$ cat src/rtl/screen_switch_if.sv
// Request/response bundle between the game-selection FSM and the screen switch controller.
interface screen_switch_if;
  logic       screen_idle;
  logic       screen_single;
  logic       screen_multi;
  logic       vsync_tick;
  logic [1:0] mode_sel;
  logic       blank;
  logic       game_rst;
  logic       mode_err;

  modport master (
    output screen_idle, screen_single, screen_multi, vsync_tick,
    input  mode_sel, blank, game_rst, mode_err
  );

  modport slave (
    input  screen_idle, screen_single, screen_multi, vsync_tick,
    output mode_sel, blank, game_rst, mode_err
  );
endinterface

$ cat src/rtl/screen_switch_ctrl.sv
// Debounces the one-hot screen request and applies it with a frame-aligned,
// blanked changeover, pulsing game_rst when the new mode takes effect.
module screen_switch_ctrl #(
  parameter int STABLE_CYCLES = 65000,
  parameter int BLANK_FRAMES  = 2
) (
  input  logic           clk65MHz,
  input  logic           rst,
  screen_switch_if.slave bus
);
  localparam int SW = $clog2(STABLE_CYCLES + 1);
  localparam int FW = $clog2(BLANK_FRAMES + 1);
  localparam logic [SW-1:0] STABLE_MAX = SW'(STABLE_CYCLES - 1);
  localparam logic [FW-1:0] FRAME_LAST = FW'(BLANK_FRAMES - 1);

  typedef enum logic [1:0] {SHOW, FADE, SETTLE} state_t;

  state_t        r_state;
  logic [1:0]    r_mode_sel;
  logic          r_blank;
  logic          r_game_rst;
  logic          r_mode_err;
  logic [1:0]    r_cand;
  logic [1:0]    r_target;
  logic [SW-1:0] r_scnt;
  logic [FW-1:0] r_fcnt;

  logic [1:0]    w_req;
  logic          w_onehot;
  logic          w_stable;

  // Anything other than exactly one request line decodes to idle.
  always_comb begin
    w_req    = 2'b00;
    w_onehot = 1'b0;
    case ({bus.screen_multi, bus.screen_single, bus.screen_idle})
      3'b001:  begin w_req = 2'b00; w_onehot = 1'b1; end
      3'b010:  begin w_req = 2'b01; w_onehot = 1'b1; end
      3'b100:  begin w_req = 2'b10; w_onehot = 1'b1; end
      default: begin w_req = 2'b00; w_onehot = 1'b0; end
    endcase
  end

  assign w_stable = (r_scnt == STABLE_MAX);

  always_ff @(posedge clk65MHz) begin
    if (rst) begin
      r_state    <= SHOW;
      r_mode_sel <= 2'b00;
      r_blank    <= 1'b0;
      r_game_rst <= 1'b0;
      r_mode_err <= 1'b0;
      r_cand     <= 2'b00;
      r_target   <= 2'b00;
      r_scnt     <= '0;
      r_fcnt     <= '0;
    end else begin
      r_mode_err <= ~w_onehot;
      r_game_rst <= 1'b0;

      // Filter keeps tracking in every state; target is frozen outside SHOW.
      if (w_req != r_cand) begin
        r_cand <= w_req;
        r_scnt <= '0;
      end else if (r_scnt != STABLE_MAX) begin
        r_scnt <= r_scnt + 1'b1;
      end

      case (r_state)
        SHOW: begin
          r_blank <= 1'b0;
          if (w_stable && (r_cand != r_mode_sel)) begin
            r_target <= r_cand;
            r_fcnt   <= '0;
            r_blank  <= 1'b1;
            r_state  <= FADE;
          end
        end
        FADE: begin
          r_blank <= 1'b1;
          if (bus.vsync_tick) begin
            if (r_fcnt == FRAME_LAST) begin
              r_mode_sel <= r_target;
              r_game_rst <= 1'b1;
              r_state    <= SETTLE;
            end else begin
              r_fcnt <= r_fcnt + 1'b1;
            end
          end
        end
        SETTLE: begin
          r_blank <= 1'b1;
          if (bus.vsync_tick) begin
            r_blank <= 1'b0;
            r_state <= SHOW;
          end
        end
        default: begin
          r_blank <= 1'b0;
          r_state <= SHOW;
        end
      endcase
    end
  end

  assign bus.mode_sel = r_mode_sel;
  assign bus.blank    = r_blank;
  assign bus.game_rst = r_game_rst;
  assign bus.mode_err = r_mode_err;
endmodule

$ cat src/flat_wrapper.sv
// flat-port wrapper written by rule: the top's interface ports become plain ports
module screen_switch_ctrl_flat 
#(
  parameter int STABLE_CYCLES = 65000,
  parameter int BLANK_FRAMES  = 2
)
  (clk65MHz, rst, bus_screen_idle, bus_screen_single, bus_screen_multi, bus_vsync_tick, bus_mode_sel, bus_blank, bus_game_rst, bus_mode_err);
  screen_switch_if bus_i ();
  input  logic clk65MHz;
  input  logic rst;
  input wire logic [$bits(bus_i.screen_idle)-1:0] bus_screen_idle;
  input wire logic [$bits(bus_i.screen_single)-1:0] bus_screen_single;
  input wire logic [$bits(bus_i.screen_multi)-1:0] bus_screen_multi;
  input wire logic [$bits(bus_i.vsync_tick)-1:0] bus_vsync_tick;
  output wire logic [$bits(bus_i.mode_sel)-1:0] bus_mode_sel;
  output wire logic [$bits(bus_i.blank)-1:0] bus_blank;
  output wire logic [$bits(bus_i.game_rst)-1:0] bus_game_rst;
  output wire logic [$bits(bus_i.mode_err)-1:0] bus_mode_err;
  assign bus_i.screen_idle = bus_screen_idle;
  assign bus_i.screen_single = bus_screen_single;
  assign bus_i.screen_multi = bus_screen_multi;
  assign bus_i.vsync_tick = bus_vsync_tick;
  assign bus_mode_sel = bus_i.mode_sel;
  assign bus_blank = bus_i.blank;
  assign bus_game_rst = bus_i.game_rst;
  assign bus_mode_err = bus_i.mode_err;
  screen_switch_ctrl #(.STABLE_CYCLES(STABLE_CYCLES), .BLANK_FRAMES(BLANK_FRAMES)) u_core (.clk65MHz(clk65MHz), .rst(rst), .bus(bus_i));
endmodule
$ cat config.mk
export PLATFORM = sky130hd
export DESIGN_NAME = screen_switch_ctrl_flat
export DESIGN_NICKNAME = d
export VERILOG_FILES = /design/src/rtl/screen_switch_if.sv /design/src/rtl/screen_switch_ctrl.sv /design/src/flat_wrapper.sv
export SDC_FILE = /design/constraint.sdc
export NUM_CORES = 1
export LEC_CHECK = 0
export ABC_AREA = 1
export BUFFER_PORTS_ARGS = -buffer_cell sky130_fd_sc_hd__buf_2
export CORE_MARGIN = 3
export CORE_UTILIZATION = 52
export DETAILED_ROUTE_END_ITERATION = 7
export PLACE_DENSITY_LB_ADDON = 0.05
export SYNTH_ARGS = -nofsm -noshare
export SYNTH_HDL_FRONTEND = slang
export SYNTH_SLANG_ARGS = --single-unit
$ cat constraint.sdc
create_clock -name clk65MHz -period 1.2 [get_ports clk65MHz]
set_input_delay 0.18 -clock clk65MHz [delete_from_list [all_inputs] [get_ports clk65MHz]]
set_output_delay 0.18 -clock clk65MHz [all_outputs]
set_load 0.02 [all_outputs]
==> Word level (Yosys, flattened, before mapping) <==
Cells that the tools add are included.
{ "totals": {"word_cells": 54, "ff_bits": 29, "output_inout_bits": 5, "input_bits": 6} }
{ "op_classes": {"muxes": 15, "bitwise_logic": 3, "n_reduce_logical": 10, "n_addsub": 2, "eq_ne": 15} }
{ "ops": {"columns": ["op", "count"], "rows": [
  ["16-bit by 1-bit adder with 16-bit output (second input constant)", 1],
  ["16-bit equality test (second input constant)", 1],
  ["16-bit != test (second input constant)", 1],
  ["2-bit two-way mux", 7],
  ["2-bit one-hot mux with 2 select lines", 2],
  ["4-bit AND reduction", 2],
  ["2-bit != test (second input constant)", 3],
  ["2-bit one-hot mux with 3 select lines", 1],
  ["3-bit OR reduction", 2],
  ["2-bit by 1-bit equality test with 1-bit output (second input constant)", 2],
  ["1-bit two-way mux", 4],
  ["2-bit by 1-bit != test with 1-bit output (second input constant)", 2],
  ["2-bit != test", 2],
  ["3-bit by 1-bit equality test with 1-bit output (second input constant)", 1],
  ["3-bit by 2-bit equality test with 1-bit output (second input constant)", 1],
  ["3-bit equality test (second input constant)", 1],
  ["1-bit inverter", 3],
  ["1-bit one-hot mux with 3 select lines", 1],
  ["3-bit AND reduction", 1],
  ["2-bit by 1-bit adder with 2-bit output (second input constant)", 1],
  ["2-bit equality test (second input constant)", 1],
  ["2-bit zero test", 1],
  ["2-bit AND reduction", 1],
  ["2-bit nonzero test", 1],
  ["2 further kinds", 2]
]} }

==> Logic depth before layout (Yosys ltp) <==
{ "depth": {"depth_word": 4, "mapped_depth": 10, "depth_no_buf": 10} }

==> Worst setup path before layout <==
Ideal clock, no wire load.
{ "synth_path": {"kind": "register to register", "from": "register u_core.r_scnt[0]", "to": "register u_core.r_target[0]", "t_arrival_ns": 1.179, "required_time_ns": 1.068, "synth_period_minus_slack_ns": 1.311, "path_slack_ns": -0.111, "n_path_buf": 0, "setup_ns": 0.132, "stages_incl_launch_ff": 9, "path_cell_list": "dfxtp_1 -> ha_1 -> nand3_1 -> nor2_2 -> nand3_2 -> inv_1 -> nand2_1 -> nand2_1 -> a21oi_1"} }
{ "synth_via": {"elab_chain_len": 3} }
{ "synth_lines": {"columns": ["element", "line", "source"], "rows": [
  ["start, declared", "screen_switch_ctrl.sv:25", "logic [SW-1:0] r_scnt;"],
  ["start signal, assigned", "screen_switch_ctrl.sv:66", "r_scnt <= r_scnt + 1'b1;"],
  ["16-bit equality test", "screen_switch_ctrl.sv:44", "assign w_stable = (r_scnt == STABLE_MAX);"],
  ["1-bit logical AND", "screen_switch_ctrl.sv:72", "if (w_stable && (r_cand != r_mode_sel)) begin"],
  ["2-bit AND reduction (no source line)", null, null],
  ["end signal, assigned", "screen_switch_ctrl.sv:73", "r_target <= r_cand;"],
  ["end, declared", "screen_switch_ctrl.sv:24", "logic [1:0] r_target;"]
]} }
Every way passes these cells.
A chain may end at the register's enable or synchronous reset.

==> Final worst setup path <==
{ "layout_path": {"from": "register u_core.r_scnt[0]", "to": "register u_core.r_fcnt[0]"} }
{ "layout_via": {"elab_chain_len": 4} }
{ "layout_lines": {"columns": ["element", "line", "source"], "rows": [
  ["16-bit equality test", "screen_switch_ctrl.sv:44", null],
  ["1-bit logical AND", "screen_switch_ctrl.sv:72", null],
  ["2-bit by 1-bit != test with 1-bit output (no source line)", null, null],
  ["4-bit AND reduction (no source line)", null, null],
  ["end signal, assigned", "screen_switch_ctrl.sv:87", "r_fcnt <= r_fcnt + 1'b1;"],
  ["end, declared", "screen_switch_ctrl.sv:26", "logic [FW-1:0] r_fcnt;"]
]} }
Every way passes these cells.

==> results.json <==
{
  "drt_iter0_markers": 39,
  "crit_type": "reg2reg",
  "clkTransAtPathRegs_ns": 0.09,
  "vias": 1369,
  "dp_hpwl_um": 2280,
  "grt_usage_pct": 20.5,
  "period_share_pct": 104,
  "nets": 256,
  "grt_pass1_vias": 1309,
  "run_status": "complete, but fails checks",
  "synth_adder_area_share_pct": 1.74,
  "clock-sinks": 29,
  "maxCapViolations": 0,
  "r2r-end": "u_core.r_fcnt[0]",
  "place_congestion": 0.819,
  "crit_buf_inv": 0,
  "timing_hold_violations_final": 0,
  "synth_cell_types": 29,
  "synth_compound_area_share_pct": 10.9,
  "yosys.area.top_type": "dfxtp_1",
  "postRouteAntennaNets": 0,
  "die-area_um2": 3430,
  "startpoint": "u_core.r_scnt[0]",
  "hp-start": "bus_screen_idle",
  "synth_ff_type": "dfxtp_1",
  "setup_viol_count_final": 10,
  "yosys.area.top_type_share_pct": 40.4,
  "clock_path_buffers": 2,
  "async_flop_share_pct": 0,
  "clkLatencyLatePin_ns": 0.32,
  "crit_family": "simple AND/OR/NAND/NOR gates",
  "cp.arrival_ns": 1.47,
  "remaining_drc_errors": 0,
  "placeableCoreArea_um2": 2540,
  "antenna_found_initial": 0,
  "numCtsBuffers": 5,
  "synth_edf_count": 0,
  "io_pins": 11,
  "ys_top_cells_by_count": "44 x inv_1, 41 x nand2_1, 29 x dfxtp_1",
  "viasPerCell": 4.92,
  "post-place-ws_ns": -0.113,
  "tightest_slew_ns": 0.347,
  "power.density_nw_per_um2": 898,
  "synth.area.top_cells": "dfxtp_1 40%, inv_1 11%, nand2_1 11%",
  "violations": "negative setup slack",
  "first_pass_iters": 4,
  "wl_um": 3130,
  "crit_path_cell_trace": "ha_4, nand3_2, nor2_4, nand3_2, nand2_2, nand4_1, nand2_1, nor2_1",
  "min_path_cells": 4,
  "ys_ff_latch": 29,
  "max-vdd-ir-drop_v": 0.000828,
  "synth_simple_gate_area_share_pct": 32.6,
  "syn_nets": 210,
  "layout-drive-gt1-share_pct": 37.1,
  "wl_per_cell_um": 11.3,
  "yosysWarnings": 0,
  "rr_worst_depth": 8,
  "io_buffers": 10,
  "grt_max_degree": 11,
  "cp.required_ns": 1.42,
  "final_max_slew_viol_count": 0,
  "end_kind": "flip-flop",
  "ff2ff_setup_slack_ns": -0.05,
  "die_x_um": 58.6,
  "cp_slowest_cell": "dfxtp_4",
  "r2r-start": "u_core.r_scnt[0]",
  "grt_remaining_overflow": 0,
  "holdPathEnd": "u_core.r_cand[0]",
  "min-delay-path-class": "in2reg",
  "path_common_cell": "nand3_2",
  "cp_max_fo": 4,
  "ys_seq_area_share_pct": 40.4,
  "synth_most_common_cell": "inv_1",
  "syn_inst": 202,
  "syn_avg_cell_area_um2": 7.12,
  "leakage_nw": 0.927,
  "fmax_mhz": 800,
  "min_period_ns": 1.25,
  "final_cells": 278,
  "relSlewSlack_pct": 76.8,
  "synth-xor-area-share_pct": 1.83,
  "dp_cells": 266,
  "root_buffer": "clkbuf_4",
  "htree_levels": 2,
  "rows": 18,
  "nFillCells": 192,
  "rsz0062_at_grt": "true",
  "max_stage_delay_ns": 0.38,
  "tritoncts": "yes",
  "fin_skew_ns": 0.00602,
  "n_antenna_cell": 0,
  "grt_first_pass_wirelength_um": 5310,
  "cp-start-kind": "flip-flop",
  "synth_top_family_by_area": "simple AND/OR/NAND/NOR gates",
  "synth_area_um2": 1440,
  "start_util_pct": 56.5,
  "final.setup.worst_slack_ns": -0.0507,
  "syn2layout_area_growth_pct": 32.0,
  "die_height_um": 58.6,
  "finalSetupTns_ns": -0.320,
  "synthMuxAreaShare_pct": 0
}
state kept, by name (all words and copies together) (netlist names):
signal and cells:
u_core.r_scnt 16, u_core.bus.mode_sel 2, u_core.bus.blank 1, u_core.r_cand 2, u_core.r_fcnt 2, u_core.r_state 2
u_core.bus.game_rst 1, u_core.bus.mode_err 1, u_core.r_target 2
metal layers:
metal,vias up,share of wire [%],global-route usage [%]
li1,726,-,-
met1,620,45,25.0
met2,17,50,33.3
met3,6,3.1,4.82
met4,0,2.1,11.3
met5,-,0,0
cell families (layout without fill, tap and decap cells):
group                    after synthesis  count (layout)
AO/OA/AOI/OAI                         29              29
XOR/XNOR                               3               3
adder cells (fa/ha/maj)                2               2
buffers and inverters                 47              93
flip-flops                            29              29
AND/OR/NAND/NOR                       92              92
worst register-to-register path, cell delays in order, from the launching register on:
cell,delay (ns)
dfxtp_4,0.38
ha_4,0.16
nand3_2,0.08
nor2_4,0.11
nand3_2,0.11
nand2_2,0.10
nand4_1,0.09
nand2_1,0.09
nor2_1,0.04
what timing repair did:
action	4_1_cts	5_1_grt
endpoints found under the setup margin	16	24
resized for setup	14	20
hold buffers	0	0
cloned	0	1
pin swaps	5	6
setup buffers	1	3
per-stage QoR:
step | cell area (um^2) | power [mW] | hold WS [ns] | utilization, %
finish | 1900 | 1.70 | 0.163 | 74.6
global route | 1900 | 1.78 | 0.162 | 74.6
CTS | 1820 | 1.70 | 0.142 | 71.3
detailed placement | 1720 | 1.13 | 0.453 | 67.7
global placement | 1720 | 1.12 | 0.449 | 67.7
floorplan | 1450 | 1.08 | 0.343 | -
power breakdown:
part | total, mW | leakage [nW] | switching [mW] | internal (mW)
combinational | 0.133 | 0.653 | 0.0751 | 0.0574
clock | 0.587 | 0.0314 | 0.311 | 0.276
sequential | 0.985 | 0.242 | 0.0148 | 0.970
total | 1.70 | 0.927 | 0.401 | 1.30
area by class of cell:
class,instances,area [um^2],share of cell area (%)
clock buffers,7,55.1,2.90
inverters,46,178,9.36
multi-input cells,126,743,39.2
flip-flops and latches,29,608,32.0
well taps,30,37.5,1.98
repair buffers,39,272,14.3
repair inverters,1,5.00,0.264
worst max path at each step:
stage	to	slack (ns)	cells past startpoint
2_1_floorplan	u_core.r_target[0]	0.009	8
3_3_place_gp	u_core.r_target[0]	-0.10	9
4_1_cts	u_core.r_scnt[12]	-0.05	7
5_1_grt	u_core.r_scnt[12]	-0.17	7
6_report	u_core.r_fcnt[0]	-0.05	8
3_5_place_dp	u_core.r_target[0]	-0.11	8
placed cells by master (no fill, tap or decap), drive strengths merged:
cell / synthesis / final
nand2: 44 / 44
xor2: 1 / 1
buf: 0 / 39
a21oi: 16 / 16
inv: 45 / 45
clkinv: 1 / 2
nor3: 5 / 5
o21a: 1 / 1
o21ai: 10 / 10
or2: 1 / 1
nand3: 13 / 13
clkbuf: 1 / 7
nor2: 21 / 21
a31oi: 1 / 1
nand4: 7 / 7
a211o: 1 / 1
xnor2: 2 / 2
nor4: 1 / 1
ha: 2 / 2
dfxtp: 29 / 29
(Power assumes the default switching activity.)
